**config.mk**
```make
export PLATFORM = sky130hd
export DESIGN_NAME = ps2_mouse_packet_rx
export DESIGN_NICKNAME = d
export VERILOG_FILES = /design/src/rtl/ps2_pkg.sv /design/src/rtl/ps2_rx_byte.sv /design/src/rtl/ps2_mouse_packet_rx.sv
export SDC_FILE = /design/constraint.sdc
export NUM_CORES = 1
export LEC_CHECK = 0
export ABC_AREA = 1
export CAP_MARGIN = 20
export CORE_UTILIZATION = 38
export DETAILED_ROUTE_END_ITERATION = 10
export GPL_TIMING_DRIVEN = 0
export MAX_ROUTING_LAYER = met4
export PLACE_DENSITY = 0.59
export SKIP_CTS_REPAIR_TIMING = 1
export SYNTH_ARGS = -nofsm -noshare
export SYNTH_HDL_FRONTEND = slang
export SYNTH_HIERARCHICAL = 1
export SYNTH_SLANG_ARGS = --single-unit
```
**constraint.sdc**
```tcl
create_clock -name clk_50MHz -period 1.8 [get_ports clk_50MHz]
set_input_delay 0.36 -clock clk_50MHz [delete_from_list [all_inputs] [get_ports clk_50MHz]]
set_output_delay 0.36 -clock clk_50MHz [all_outputs]
set_load 0.02 [all_outputs]
```
**src/rtl/ps2_pkg.sv**
```systemverilog
// Shared PS/2 mouse definitions: frame FSM states, byte0 flag positions and
// the sign/magnitude helper used when a packet is published.
package ps2_pkg;

    typedef enum logic [1:0] {
        IDLE,
        DATA,
        PARITY,
        STOP
    } ps2_state_t;

    localparam int unsigned PS2_SYNC_BIT = 3;

    localparam int unsigned B0_L  = 0;
    localparam int unsigned B0_R  = 1;
    localparam int unsigned B0_M  = 2;
    localparam int unsigned B0_XS = 4;
    localparam int unsigned B0_YS = 5;
    localparam int unsigned B0_XO = 6;
    localparam int unsigned B0_YO = 7;

    localparam logic [7:0] MAG_SAT = 8'd255;

    // |{sign,value}| as 9 bits; 256 (value 0, sign 1) and overflow both saturate
    function automatic logic [7:0] ps2_magnitude(input logic       sign,
                                                 input logic [7:0] value,
                                                 input logic       ovf);
        logic [8:0] mag;
        mag = sign ? (9'd256 - {1'b0, value}) : {1'b0, value};
        return (ovf || mag[8]) ? MAG_SAT : mag[7:0];
    endfunction

endpackage

```
**src/rtl/ps2_rx_byte.sv**
```systemverilog
// PS/2 device->host byte receiver: pin synchronisers, ps2_clk glitch filter,
// start/data/parity/stop frame FSM and inactivity timeout.
module ps2_rx_byte
    import ps2_pkg::*;
#(
    parameter int unsigned FILTER_LEN = 8,
    parameter int unsigned TIMEOUT    = 50000
) (
    input  logic       clk_50MHz,
    input  logic       reset,
    input  logic       ps2_clk,
    input  logic       ps2_data,
    output logic [7:0] rx_byte,
    output logic       byte_ok,
    output logic       byte_err,
    output logic       timeout,
    output logic       busy
);

    localparam int unsigned FW = $clog2(FILTER_LEN + 1);
    localparam int unsigned TW = $clog2(TIMEOUT + 1);

    logic          clk_meta, clk_sync, dat_meta, dat_sync;
    logic          clk_filt;
    logic [FW-1:0] flt_cnt;
    logic [TW-1:0] to_cnt;
    ps2_state_t    state;
    logic [2:0]    bit_cnt;
    logic [7:0]    shreg;
    logic          par_ok;
    logic          flip, fall, to_hit;

    // flip: filtered clock changes this cycle after FILTER_LEN differing samples
    assign flip    = (clk_sync != clk_filt) && (flt_cnt == FW'(FILTER_LEN - 1));
    assign fall    = flip && clk_filt;
    assign to_hit  = !flip && (to_cnt == TW'(TIMEOUT - 1));
    assign busy    = (state != IDLE);
    assign rx_byte = shreg;

    always_ff @(posedge clk_50MHz) begin
        if (reset) begin
            clk_meta <= 1'b1;
            clk_sync <= 1'b1;
            dat_meta <= 1'b1;
            dat_sync <= 1'b1;
            clk_filt <= 1'b1;
            flt_cnt  <= '0;
            to_cnt   <= '0;
            state    <= IDLE;
            bit_cnt  <= '0;
            shreg    <= '0;
            par_ok   <= 1'b0;
            byte_ok  <= 1'b0;
            byte_err <= 1'b0;
            timeout  <= 1'b0;
        end else begin
            clk_meta <= ps2_clk;
            clk_sync <= clk_meta;
            dat_meta <= ps2_data;
            dat_sync <= dat_meta;
            byte_ok  <= 1'b0;
            byte_err <= 1'b0;
            timeout  <= to_hit;

            if (clk_sync == clk_filt) begin
                flt_cnt <= '0;
            end else if (flip) begin
                clk_filt <= clk_sync;
                flt_cnt  <= '0;
            end else begin
                flt_cnt <= flt_cnt + FW'(1);
            end

            if (flip) begin
                to_cnt <= '0;
            end else if (to_cnt != TW'(TIMEOUT)) begin
                to_cnt <= to_cnt + TW'(1);
            end

            if (to_hit) begin
                state <= IDLE;
            end else if (fall) begin
                case (state)
                    IDLE: begin
                        if (!dat_sync) begin
                            state   <= DATA;
                            bit_cnt <= '0;
                        end else begin
                            byte_err <= 1'b1;
                        end
                    end
                    DATA: begin
                        shreg   <= {dat_sync, shreg[7:1]};
                        bit_cnt <= bit_cnt + 3'd1;
                        if (bit_cnt == 3'd7) state <= PARITY;
                    end
                    PARITY: begin
                        par_ok <= ^{shreg, dat_sync};
                        state  <= STOP;
                    end
                    default: begin
                        if (dat_sync && par_ok) byte_ok  <= 1'b1;
                        else                    byte_err <= 1'b1;
                        state <= IDLE;
                    end
                endcase
            end
        end
    end

endmodule

```
**src/rtl/ps2_mouse_packet_rx.sv**
```systemverilog
// PS/2 mouse front end: assembles 3-byte stream packets into sign/magnitude
// movement, button levels and a stretched mouse_valid strobe.
module ps2_mouse_packet_rx
    import ps2_pkg::*;
#(
    parameter int unsigned FILTER_LEN   = 8,
    parameter int unsigned TIMEOUT      = 50000,
    parameter int unsigned VALID_CYCLES = 2
) (
    input  logic       clk_50MHz,
    input  logic       reset,
    input  logic       ps2_clk,
    input  logic       ps2_data,
    output logic [7:0] mouse_x,
    output logic [7:0] mouse_y,
    output logic       mouse_x_sign,
    output logic       mouse_y_sign,
    output logic       mouse_l_click,
    output logic       mouse_r_click,
    output logic       mouse_valid,
    output logic       frame_err
);

    localparam int unsigned VW = $clog2(VALID_CYCLES + 1);

    logic [7:0]    rx_byte;
    logic          byte_ok, byte_err, timeout, busy;
    logic [1:0]    pkt_idx;
    logic          hdr_l, hdr_r, hdr_xs, hdr_ys, hdr_xo, hdr_yo;
    logic [7:0]    x_byte;
    logic [VW-1:0] vcnt;

    ps2_rx_byte #(
        .FILTER_LEN (FILTER_LEN),
        .TIMEOUT    (TIMEOUT)
    ) u_rx (
        .clk_50MHz (clk_50MHz),
        .reset     (reset),
        .ps2_clk   (ps2_clk),
        .ps2_data  (ps2_data),
        .rx_byte   (rx_byte),
        .byte_ok   (byte_ok),
        .byte_err  (byte_err),
        .timeout   (timeout),
        .busy      (busy)
    );

    assign mouse_valid = (vcnt != '0);

    always_ff @(posedge clk_50MHz) begin
        if (reset) begin
            pkt_idx       <= '0;
            hdr_l         <= 1'b0;
            hdr_r         <= 1'b0;
            hdr_xs        <= 1'b0;
            hdr_ys        <= 1'b0;
            hdr_xo        <= 1'b0;
            hdr_yo        <= 1'b0;
            x_byte        <= '0;
            vcnt          <= '0;
            mouse_x       <= '0;
            mouse_y       <= '0;
            mouse_x_sign  <= 1'b0;
            mouse_y_sign  <= 1'b0;
            mouse_l_click <= 1'b0;
            mouse_r_click <= 1'b0;
            frame_err     <= 1'b0;
        end else begin
            frame_err <= 1'b0;
            if (vcnt != '0) vcnt <= vcnt - VW'(1);

            if (byte_err) begin
                pkt_idx   <= '0;
                frame_err <= 1'b1;
            end else if (timeout) begin
                // only an abandoned partial frame or packet is an error
                frame_err <= busy || (pkt_idx != '0);
                pkt_idx   <= '0;
            end else if (byte_ok) begin
                case (pkt_idx)
                    2'd0: begin
                        if (rx_byte[PS2_SYNC_BIT]) begin
                            hdr_l   <= rx_byte[B0_L];
                            hdr_r   <= rx_byte[B0_R];
                            hdr_xs  <= rx_byte[B0_XS];
                            hdr_ys  <= rx_byte[B0_YS];
                            hdr_xo  <= rx_byte[B0_XO];
                            hdr_yo  <= rx_byte[B0_YO];
                            pkt_idx <= 2'd1;
                        end
                    end
                    2'd1: begin
                        x_byte  <= rx_byte;
                        pkt_idx <= 2'd2;
                    end
                    default: begin
                        mouse_x       <= ps2_magnitude(hdr_xs, x_byte, hdr_xo);
                        mouse_y       <= ps2_magnitude(hdr_ys, rx_byte, hdr_yo);
                        mouse_x_sign  <= hdr_xs;
                        mouse_y_sign  <= hdr_ys;
                        mouse_l_click <= hdr_l;
                        mouse_r_click <= hdr_r;
                        vcnt          <= VW'(VALID_CYCLES);
                        pkt_idx       <= '0;
                    end
                endcase
            end
        end
    end

endmodule

```
Word-level counts from Yosys, hierarchy flattened
Cells that the tools add are included.
{"block": "classes", "add_sub_neg": 6, "reduce_logical": 32, "n_bitwise": 6, "muxes": 22, "n_eq_ne": 12}
{"cell": "$mux 9", "count": 2}
{"cell": "$sub 9x8->9 const A", "count": 2}
{"cell": "$add 16x1->16 const B", "count": 1}
{"cell": "$eq 16x16->1 const B", "count": 1}
{"cell": "$mux 2", "count": 8}
{"cell": "$mux 8", "count": 2}
{"cell": "$ne 16x16->1 const B", "count": 1}
{"cell": "$reduce_and 4->1", "count": 3}
{"cell": "$reduce_and 3->1", "count": 3}
{"cell": "$reduce_or 3->1", "count": 3}
{"cell": "$reduce_xor 9->1", "count": 1}
{"cell": "$reduce_bool 2->1", "count": 4}
{"cell": "$reduce_or 2->1", "count": 4}
{"cell": "$not 1->1", "count": 6}
{"cell": "$pmux 2 s3", "count": 1}
{"cell": "$pmux 3 s2", "count": 1}
{"cell": "$reduce_or 6->1", "count": 1}
{"cell": "$mux 1", "count": 5}
{"cell": "$reduce_and 5->1", "count": 1}
{"cell": "$add 4x1->4 const B", "count": 1}
{"cell": "$eq 2x1->1 const B", "count": 2}
{"cell": "$eq 4x3->1 const B", "count": 1}
{"cell": "$logic_and 1x1->1", "count": 4}
{"cell": "$logic_not 2->1", "count": 2}
{"cell": "other kinds (14)", "count": 18}
{"block": "word_totals", "reg_bits": 81, "inputBits": 4, "out_inout_bits": 22, "wordCells": 108}

Depth between registers and ports, before layout
Gate-level depths: netlist (run 1).
{"block": "depth", "word_depth": 6, "ltp_mapped": 9, "ltp_nobuf": 9}

Hierarchy
The synthesis (run 1) kept the hierarchy.
{"mod": "ps2_rx_byte", "cells_per_inst": 277, "seq_area_each_um2": 840.8, "instances": 1, "area_each_um2": 2042.0}
{"mod": "ps2_mouse_packet_rx", "cells_per_inst": 275, "seq_area_each_um2": 780.7, "instances": 1, "area_each_um2": 1903.1}

Worst setup path after synthesis (run 1)
No wires, ideal clock.
{"block": "synth_path", "kind": "reg-to-reg", "startpoint": "reg u_rx.flt_cnt[0]", "endpoint": "reg u_rx.shreg[5] (netlist: u_rx/rx_byte[5])", "setup_slack_ps": 453, "path_stages_with_launch": 10, "setup_ps": 118, "required_ps": 1682, "n_path_buf": 1, "arrival_ps": 1229, "synth_period_minus_slack_ps": 1347, "path_cell_list": "dfxtp_1 -> ha_1 -> nand2_1 -> nor2_2 -> nand2_1 -> clkinv_2 -> nand2_2 -> buf_6 -> o21ai_1 -> a21oi_1"}
{"block": "synth_via", "elab_chain_cells": 6, "word_cells_on_any_way": 7, "cone_classes": "1 x eq/ne; 1 x bitwise; 5 x reduce/logical"}
{"element": "from (decl)", "line_no": "ps2_rx_byte.sv:25", "text": "logic [FW-1:0] flt_cnt;"}
{"element": "from (signal assigned)", "line_no": "ps2_rx_byte.sv:71", "text": "flt_cnt <= flt_cnt + FW'(1);"}
{"element": "$eq 4x3->1 *", "line_no": "ps2_rx_byte.sv:34", "text": "assign flip = (clk_sync != clk_filt) && (flt_cnt == FW'(FILTER_LEN - 1));"}
{"element": "$logic_and 1x1->1 *", "line_no": "ps2_rx_byte.sv:34"}
{"element": "$logic_not 1->1", "line_no": "ps2_rx_byte.sv:36", "text": "assign to_hit = !flip && (to_cnt == TW'(TIMEOUT - 1));"}
{"element": "$logic_and 1x1->1", "line_no": "ps2_rx_byte.sv:36"}
{"element": "$not 1->1 (no source line)"}
{"element": "$reduce_and 3->1 (no source line) *"}
{"element": "to (signal assigned)", "line_no": "ps2_rx_byte.sv:93", "text": "shreg <= {dat_sync, shreg[7:1]};"}
{"element": "to (decl)", "line_no": "ps2_rx_byte.sv:29", "text": "logic [7:0] shreg;"}
Every way passes the cells marked *; elsewhere a longest branch is shown, timed or not.
A chain may end at the register's enable or synchronous reset.

Worst setup path in the final report (run 1)
{"block": "layout_path", "startpoint": "reg mouse_y[0]", "endpoint": "out mouse_y[0]"}
{"element": "from (decl)", "line_no": "ps2_mouse_packet_rx.sv:15", "text": "output logic [7:0] mouse_y,"}
{"element": "from (signal assigned)", "line_no": "ps2_mouse_packet_rx.sv:98", "text": "mouse_y <= ps2_magnitude(hdr_ys, rx_byte, hdr_yo);"}
No word-level cell between the ends.

==> run_summary.xml, run 1 <==
<?xml version="1.0" encoding="UTF-8"?>
<metrics>
  <group name="logic_synthesis">
    <metric name="synthesis.nets" unit="">567</metric>
    <metric name="post_synth_num_cell_types" unit="">36</metric>
    <metric name="synth.top_cells.by_count" unit="">117 x sky130_fd_sc_hd__nand2_1, 81 x sky130_fd_sc_hd__dfxtp_1, 73 x sky130_fd_sc_hd__inv_1, 60 x sky130_fd_sc_hd__nor2_1, 54 x sky130_fd_sc_hd__a21oi_1</metric>
    <metric name="synth.avg_cell_area" unit="µm²">7.147</metric>
    <metric name="post-synth-top-count-cell" unit="">sky130_fd_sc_hd__nand2_1</metric>
    <metric name="synthTopCellsByArea" unit="">sky130_fd_sc_hd__dfxtp_1 41%, sky130_fd_sc_hd__nand2_1 11%, sky130_fd_sc_hd__inv_1 6.9%</metric>
    <metric name="mapped_cells" unit="">552</metric>
    <metric name="synth_edf_count" unit="">0</metric>
    <metric name="postSynth.topFlopCell" unit="">sky130_fd_sc_hd__dfxtp_1</metric>
    <metric name="post-synth-top-area-fraction" unit="%">41.10</metric>
    <metric name="synth_seq_cells" unit="">81</metric>
    <metric name="synth_sequential_area_ratio" unit="%">41.10</metric>
    <metric name="netlist.top_cell.by_area" unit="">sky130_fd_sc_hd__dfxtp_1</metric>
    <metric name="postSynth.asyncResetShare" unit="%">0</metric>
    <metric name="synth_warnings" unit="">6</metric>
    <metric name="syn_area" unit="µm²">3945</metric>
  </group>
  <group name="layout">
    <metric name="nets" unit="">603</metric>
    <metric name="final_cell_count_no_fill" unit="">726</metric>
    <metric name="layout-drive-gt1-share" unit="%">10.12</metric>
    <metric name="multi_input_area" unit="µm²">1946</metric>
    <metric name="num_antenna_cells" unit="">0</metric>
    <metric name="final_core_utilization" unit="%">46.62</metric>
    <metric name="regArea" unit="µm²">1622</metric>
    <metric name="areaGrowthSynthToFinish" unit="%">17.09</metric>
    <metric name="fill_cells" unit="">999</metric>
  </group>
  <group name="worst_hold_path">
    <metric name="worst_hold_path_type" unit="">flip-flop to flip-flop</metric>
  </group>
  <group name="critical_path">
    <metric name="crit_buf_inv" unit="">1</metric>
    <metric name="critical-path-top-delay-family" unit="">buffers and inverters</metric>
    <metric name="worst-endpoint-arrival" unit="ps">1340</metric>
    <metric name="critical_path_class" unit="">flip-flop to output pin</metric>
    <metric name="critical_path_maximum_fanout" unit="">2</metric>
    <metric name="slowest_delay" unit="ps">640</metric>
    <metric name="timing.critical_path.to_type" unit="">output pin</metric>
    <metric name="critical_path.slowest_cell" unit="">sky130_fd_sc_hd__clkdlybuf4s50_1</metric>
    <metric name="cp_data_required_time" unit="ps">1440</metric>
    <metric name="start_kind" unit="">flip-flop</metric>
    <metric name="cp_cell_sequence" unit="">clkdlybuf4s50_1</metric>
  </group>
  <group name="placement">
    <metric name="finalWeightedCongestion" unit="">0.8357</metric>
    <metric name="detailed_place_hpwl" unit="mm">6.460</metric>
    <metric name="detailedPlace.worstSlack" unit="ps">-386.4</metric>
    <metric name="placement.io_buffers" unit="">25</metric>
    <metric name="numPlacedInstances" unit="">710</metric>
  </group>
  <group name="run">
    <metric name="cap_viol_max_count" unit="">0</metric>
  </group>
  <group name="floorplan">
    <metric name="fp.dieW" unit="µm">103.9</metric>
    <metric name="core_area" unit="µm²">9910</metric>
    <metric name="die_area" unit="µm²">10790</metric>
    <metric name="die_boundary_height" unit="µm">103.9</metric>
    <metric name="floorplan.initialDensity" unit="%">39.81</metric>
    <metric name="boundaryPins" unit="">26</metric>
    <metric name="core.rowCount" unit="">36</metric>
  </group>
  <group name="sta">
    <metric name="max_freq" unit="MHz">587.4</metric>
    <metric name="tns" unit="ps">0</metric>
    <metric name="worst_pin_slew" unit="ps">446.0</metric>
    <metric name="slew_violations" unit="">0</metric>
    <metric name="post-route-period-util" unit="%">94.58</metric>
    <metric name="final-setup-viol-count" unit="">0</metric>
    <metric name="slew-limit-headroom" unit="%">70.27</metric>
    <metric name="setup_ws" unit="ps">97.49</metric>
    <metric name="final_period_minus_worst_setup_slack" unit="ps">1703</metric>
    <metric name="timing.final.hold_violations" unit="">0</metric>
    <metric name="finalClockSkew" unit="ps">9.530</metric>
    <metric name="setup_repair_after_global_routing_missed_its_margin" unit="">no</metric>
  </group>
  <group name="cts">
    <metric name="cts_tree" unit="">done</metric>
    <metric name="clock-root-buffer" unit="">sky130_fd_sc_hd__clkbuf_8</metric>
    <metric name="numCtsBuffers" unit="">9</metric>
    <metric name="cts.htree.levels" unit="">3</metric>
    <metric name="clock-sinks" unit="">81</metric>
    <metric name="worstSkewPairLatency" unit="ps">360</metric>
    <metric name="clk_pin_slew_worst_paths" unit="ps">80</metric>
    <metric name="clk_path_buf_depth" unit="">2</metric>
  </group>
  <group name="global_route">
    <metric name="antenna_found_initial" unit="">0</metric>
    <metric name="grt_start_max_net_pins" unit="">14</metric>
    <metric name="global_route_wire_length_before_repair" unit="mm">15.21</metric>
    <metric name="grt_overflow_total" unit="">0</metric>
    <metric name="grt_usage" unit="%">17.87</metric>
    <metric name="via_count_of_the_first_global_routing_pass" unit="">3346</metric>
  </group>
  <group name="route">
    <metric name="drc" unit="">0</metric>
    <metric name="drt_first_iter_violations" unit="">139</metric>
    <metric name="detailedRoute.firstPassIterationCount" unit="">4</metric>
    <metric name="avg_wl_per_cell" unit="µm">12.06</metric>
    <metric name="postRouteAntennaNets" unit="">0</metric>
    <metric name="dr_total_vias" unit="">3512</metric>
    <metric name="route.detailed.vias_per_inst" unit="">4.837</metric>
    <metric name="wirelength" unit="mm">8.758</metric>
  </group>
  <group name="pwr">
    <metric name="power_density" unit="nW/µm²">767.6</metric>
    <metric name="peakVddDrop" unit="V">0.0004137</metric>
    <metric name="power_leakage" unit="nW">1.928</metric>
  </group>
  <group name="outcome">
    <metric name="status" unit="">completed</metric>
  </group>
</metrics>
[registers in the layout, indices dropped and copies added, names as in the netlist, 3 cells and up]
| name | cells |
|---|---|
| u_rx/to_cnt | 16 |
| x_byte | 8 |
| mouse_x | 8 |
| u_rx/rx_byte | 8 |
| mouse_y | 8 |
| u_rx/bit_cnt | 3 |
| u_rx/flt_cnt | 4 |
[routing by layer]
layer / vias to the layer above / track usage (%) / wire length, µm
li1: 1837 / - / -
met3: 17 / 3.509 / 295
met2: 42 / 27.24 / 3937
met4: 0 / 7.959 / 189
met1: 1616 / 22.94 / 4335
met5: - / - / 0
[power by group]
part | switching [mW] | total, mW | internal [mW]
Sequential | 0.00921 | 1.81 | 1.80
Clock | 0.657 | 1.66 | 1.00
Combinational | 0.0502 | 0.0781 | 0.0279
Total | 0.717 | 3.55 | 2.83
[cell type report]
cell class | count | share of cell area (%)
tap | 133 | 3.602
clock inverter | 4 | 2.140
clock buffer | 12 | 3.359
timing repair buffer | 25 | 5.471
buffer | 14 | 1.761
inverter | 79 | 6.446
multi-input combinational | 378 | 42.12
sequential | 81 | 35.10
[cells by family after synthesis]
logic type / count (synthesis) / share of synthesized area [%]
flip-flops: 81 / 41.10
XOR/XNOR: 5 / 1.110
adder cells (fa/ha/maj): 11 / 3.489
AND/OR/NAND/NOR: 261 / 31.53
buffers and inverters: 93 / 9.578
AO/OA/AOI/OAI: 101 / 13.19
[layout by cell type (no fill, tap or decap), drive strengths merged, types with 2 or more instances in the layout]
cell and instances:
nand2 125, dfxtp 81, inv 78, nor2 69, a21oi 54, o21ai 42
nand3 39, clkdlybuf4s50 24, clkbuf 16, ha 11, buf 10, nor3 8
or2 6, nand3b 6, nand4 5, xor2 4, bufinv 3, o2111ai 2
clkinv 2
[worst paths after layout]
path,startpoint,end,slack (ps),cells past startpoint
hold / removal,u_rx/dat_meta,u_rx/dat_sync,410,1
hold reg to reg,u_rx/dat_meta,u_rx/dat_sync,410,1
setup / recovery,mouse_y[0],mouse_y[0],100,1
setup reg to reg,u_rx/rx_byte[0],mouse_y[0],240,8
[per-stage QoR]
step | power, mW | hold WS, ps | area, µm²
after floorplan | 1.901 | 389.5 | 3945
after CTS | 3.594 | 414.1 | 4616
after global routing | 3.689 | 421.0 | 4619
after global placement | 1.928 | 396.6 | 4362
final | 3.546 | 413.3 | 4619
after detailed placement | 1.930 | 394.8 | 4362
(Power assumes the default switching activity.)
==> run 2: changes to the inputs <==
DONT_BUFFER_PORTS = 1   (was default)
PLACE_DENSITY = 0.56   (was 0.59)
==> run 2 against run 1 <==
Wire length decreased by 2.9%. Setup slack improved by 130 ps. Largest cell class unchanged. Total power decreased by 7.4%. Register-to-register slack got worse by 20 ps. Utilization decreased by 3.0 points. First-iteration DRC count increased by 51%. Clock power decreased by 15%. Critical path depth increased by 8. Via count decreased by 4.1%. Sequential share of layout area increased by 2.4 points.
==> run_summary.xml, run 2 (synthesized netlist as in run 1, its figures left out) <==
<?xml version="1.0" encoding="UTF-8"?>
<metrics>
  <group name="placement">
    <metric name="numPlacedInstances" unit="">685</metric>
    <metric name="detailed_place_hpwl" unit="mm">6.306</metric>
    <metric name="finalWeightedCongestion" unit="">0.8302</metric>
    <metric name="detailedPlace.worstSlack" unit="ps">206.7</metric>
    <metric name="place_area" unit="µm²">4111</metric>
    <metric name="placement.io_buffers" unit="">0</metric>
  </group>
  <group name="layout">
    <metric name="design_area" unit="µm²">4323</metric>
    <metric name="layout_common_cells" unit="">117 x sky130_fd_sc_hd__nand2_1, 81 x sky130_fd_sc_hd__dfxtp_1, 73 x sky130_fd_sc_hd__inv_1</metric>
    <metric name="nets" unit="">578</metric>
    <metric name="fill_cells" unit="">1029</metric>
    <metric name="num_antenna_cells" unit="">0</metric>
    <metric name="areaGrowthSynthToFinish" unit="%">9.578</metric>
    <metric name="largest_reg_flops" unit="">16</metric>
    <metric name="mostFrequentLayoutCell" unit="">sky130_fd_sc_hd__nand2_1</metric>
    <metric name="final_cell_count_no_fill" unit="">701</metric>
    <metric name="registers.top_by_ff_count" unit="">u_rx/to_cnt</metric>
    <metric name="layout-drive-gt1-share" unit="%">10.56</metric>
  </group>
  <group name="critical_path">
    <metric name="start_kind" unit="">flip-flop</metric>
    <metric name="worst-endpoint-arrival" unit="ps">1810</metric>
    <metric name="setup.worst_path.end" unit="">u_rx/to_cnt[11]</metric>
    <metric name="startpoint" unit="">u_rx/flt_cnt[0]</metric>
    <metric name="timing.critical_path.to_type" unit="">flip-flop</metric>
    <metric name="r2r_cells" unit="">9</metric>
    <metric name="cp_data_required_time" unit="ps">2030</metric>
    <metric name="reg2reg_to" unit="">u_rx/to_cnt[11]</metric>
    <metric name="critical_path_maximum_fanout" unit="">10</metric>
    <metric name="critical_path_class" unit="">flip-flop to flip-flop</metric>
    <metric name="ff2ff_setup_slack" unit="ps">220</metric>
    <metric name="r2r-start" unit="">u_rx/flt_cnt[0]</metric>
  </group>
  <group name="floorplan">
    <metric name="core.rowCount" unit="">36</metric>
    <metric name="die_area" unit="µm²">10790</metric>
    <metric name="floorplan.initialDensity" unit="%">39.81</metric>
    <metric name="boundaryPins" unit="">26</metric>
    <metric name="fp.dieW" unit="µm">103.9</metric>
    <metric name="core_area" unit="µm²">9910</metric>
    <metric name="die_boundary_height" unit="µm">103.9</metric>
  </group>
  <group name="sta">
    <metric name="setup_repair_after_global_routing_missed_its_margin" unit="">no</metric>
    <metric name="finalClockSkew" unit="ps">16.49</metric>
    <metric name="post-route-period-util" unit="%">87.56</metric>
    <metric name="timing.final.hold_violations" unit="">0</metric>
    <metric name="max_freq" unit="MHz">634.5</metric>
    <metric name="slew-limit-headroom" unit="%">67.27</metric>
    <metric name="final_period_minus_worst_setup_slack" unit="ps">1576</metric>
    <metric name="tns" unit="ps">0</metric>
    <metric name="final-setup-viol-count" unit="">0</metric>
    <metric name="worst_pin_slew" unit="ps">491.0</metric>
    <metric name="setup_ws" unit="ps">224.0</metric>
    <metric name="slew_violations" unit="">0</metric>
  </group>
  <group name="cts">
    <metric name="cts_tree" unit="">done</metric>
    <metric name="clk_pin_slew_worst_paths" unit="ps">90</metric>
    <metric name="worstSkewPairLatency" unit="ps">360</metric>
    <metric name="clock-root-buffer" unit="">sky130_fd_sc_hd__clkbuf_8</metric>
    <metric name="clock-sinks" unit="">81</metric>
    <metric name="cts.htree.levels" unit="">3</metric>
    <metric name="numCtsBuffers" unit="">9</metric>
    <metric name="clk_path_buf_depth" unit="">2</metric>
  </group>
  <group name="pwr">
    <metric name="p_total" unit="mW">3.285</metric>
    <metric name="power_density" unit="nW/µm²">759.8</metric>
    <metric name="power_leakage" unit="nW">1.794</metric>
    <metric name="peakVddDrop" unit="V">0.0005584</metric>
  </group>
  <group name="route">
    <metric name="avg_wl_per_cell" unit="µm">12.13</metric>
    <metric name="postRouteAntennaNets" unit="">0</metric>
    <metric name="dr_total_vias" unit="">3367</metric>
    <metric name="wirelength" unit="mm">8.501</metric>
    <metric name="drc" unit="">0</metric>
    <metric name="drt_first_iter_violations" unit="">210</metric>
    <metric name="detailedRoute.firstPassIterationCount" unit="">5</metric>
    <metric name="route.detailed.vias_per_inst" unit="">4.803</metric>
  </group>
  <group name="worst_hold_path">
    <metric name="whs_path_cells" unit="">1</metric>
    <metric name="worst_hold_path_type" unit="">input port to flip-flop</metric>
  </group>
  <group name="global_route">
    <metric name="global_route_wire_length_before_repair" unit="mm">14.62</metric>
    <metric name="grtUsageMet1" unit="%">22.31</metric>
    <metric name="global_route.usage.met3" unit="%">4.073</metric>
    <metric name="antenna_found_initial" unit="">0</metric>
    <metric name="grt-busiest-layer" unit="">met2</metric>
    <metric name="grt_overflow_total" unit="">0</metric>
    <metric name="via_count_of_the_first_global_routing_pass" unit="">3125</metric>
    <metric name="grt_start_max_net_pins" unit="">16</metric>
    <metric name="groute.layer.met2.usage" unit="%">26.81</metric>
    <metric name="grt_usage" unit="%">17.25</metric>
  </group>
  <group name="run">
    <metric name="cap_viol_max_count" unit="">0</metric>
  </group>
  <group name="outcome">
    <metric name="status" unit="">completed</metric>
  </group>
</metrics>
==> run 2: how the worst min path moves through the flow <==
| stage | start | endpoint | slack [ps] |
|---|---|---|---|
| after global routing | reset | vcnt[0] | 50 |
| after detailed placement | u_rx/dat_meta | u_rx/dat_sync | 390 |
| after floorplan | u_rx/clk_meta | u_rx/clk_sync | 390 |
| after CTS | reset | vcnt[0] | 60 |
| after global placement | u_rx/dat_meta | u_rx/dat_sync | 400 |
| final | reset | vcnt[0] | 70 |
==> run 2: critical path, stage by stage, from the launching register on <==
cell                      delay, ps
sky130_fd_sc_hd__dfxtp_1        350
sky130_fd_sc_hd__ha_1           170
sky130_fd_sc_hd__nand2_1         80
sky130_fd_sc_hd__nor2_2         180
sky130_fd_sc_hd__nand2_1        120
sky130_fd_sc_hd__inv_2           70
sky130_fd_sc_hd__nor2_2          50
sky130_fd_sc_hd__inv_2          130
sky130_fd_sc_hd__buf_2          250
sky130_fd_sc_hd__a21oi_1         60
==> run 2: cell type report <==
class | instances | area [µm²] | area share, %
inverters | 79 | 297.8 | 6.889
plain buffers | 14 | 80.08 | 1.852
multi-input cells | 378 | 1946 | 45.01
well taps | 133 | 166.4 | 3.849
flip-flops and latches | 81 | 1622 | 37.51
clock buffers | 10 | 137.6 | 3.184
clock inverters | 6 | 73.82 | 1.708
==> run 2: metal layers <==
metal	up-vias	wire length (µm)	share of wire (%)
met4	0	108	1.3
met5	-	0	0
met2	55	3773	44
li1	1797	-	-
met1	1504	4307	51
met3	11	312	3.7
==> run 2: report_power, final <==
| part | switching, mW | total (mW) | internal (mW) | leakage (nW) |
|---|---|---|---|---|
| clock network | 0.710 | 1.41 | 0.696 | 0.101 |
| registers | 0.00836 | 1.81 | 1.80 | 0.654 |
| logic | 0.0476 | 0.0699 | 0.0223 | 1.04 |
| total | 0.766 | 3.28 | 2.52 | 1.79 |
==> run 2: stage by stage <==
stage | util, % | hold slack, ps
floorplan | - | 389.5
global placement | 41.49 | 397.8
detailed placement | 41.49 | 394.9
CTS | 43.62 | 61.47
global route | 43.62 | 49.72
finish | 43.62 | 72.89
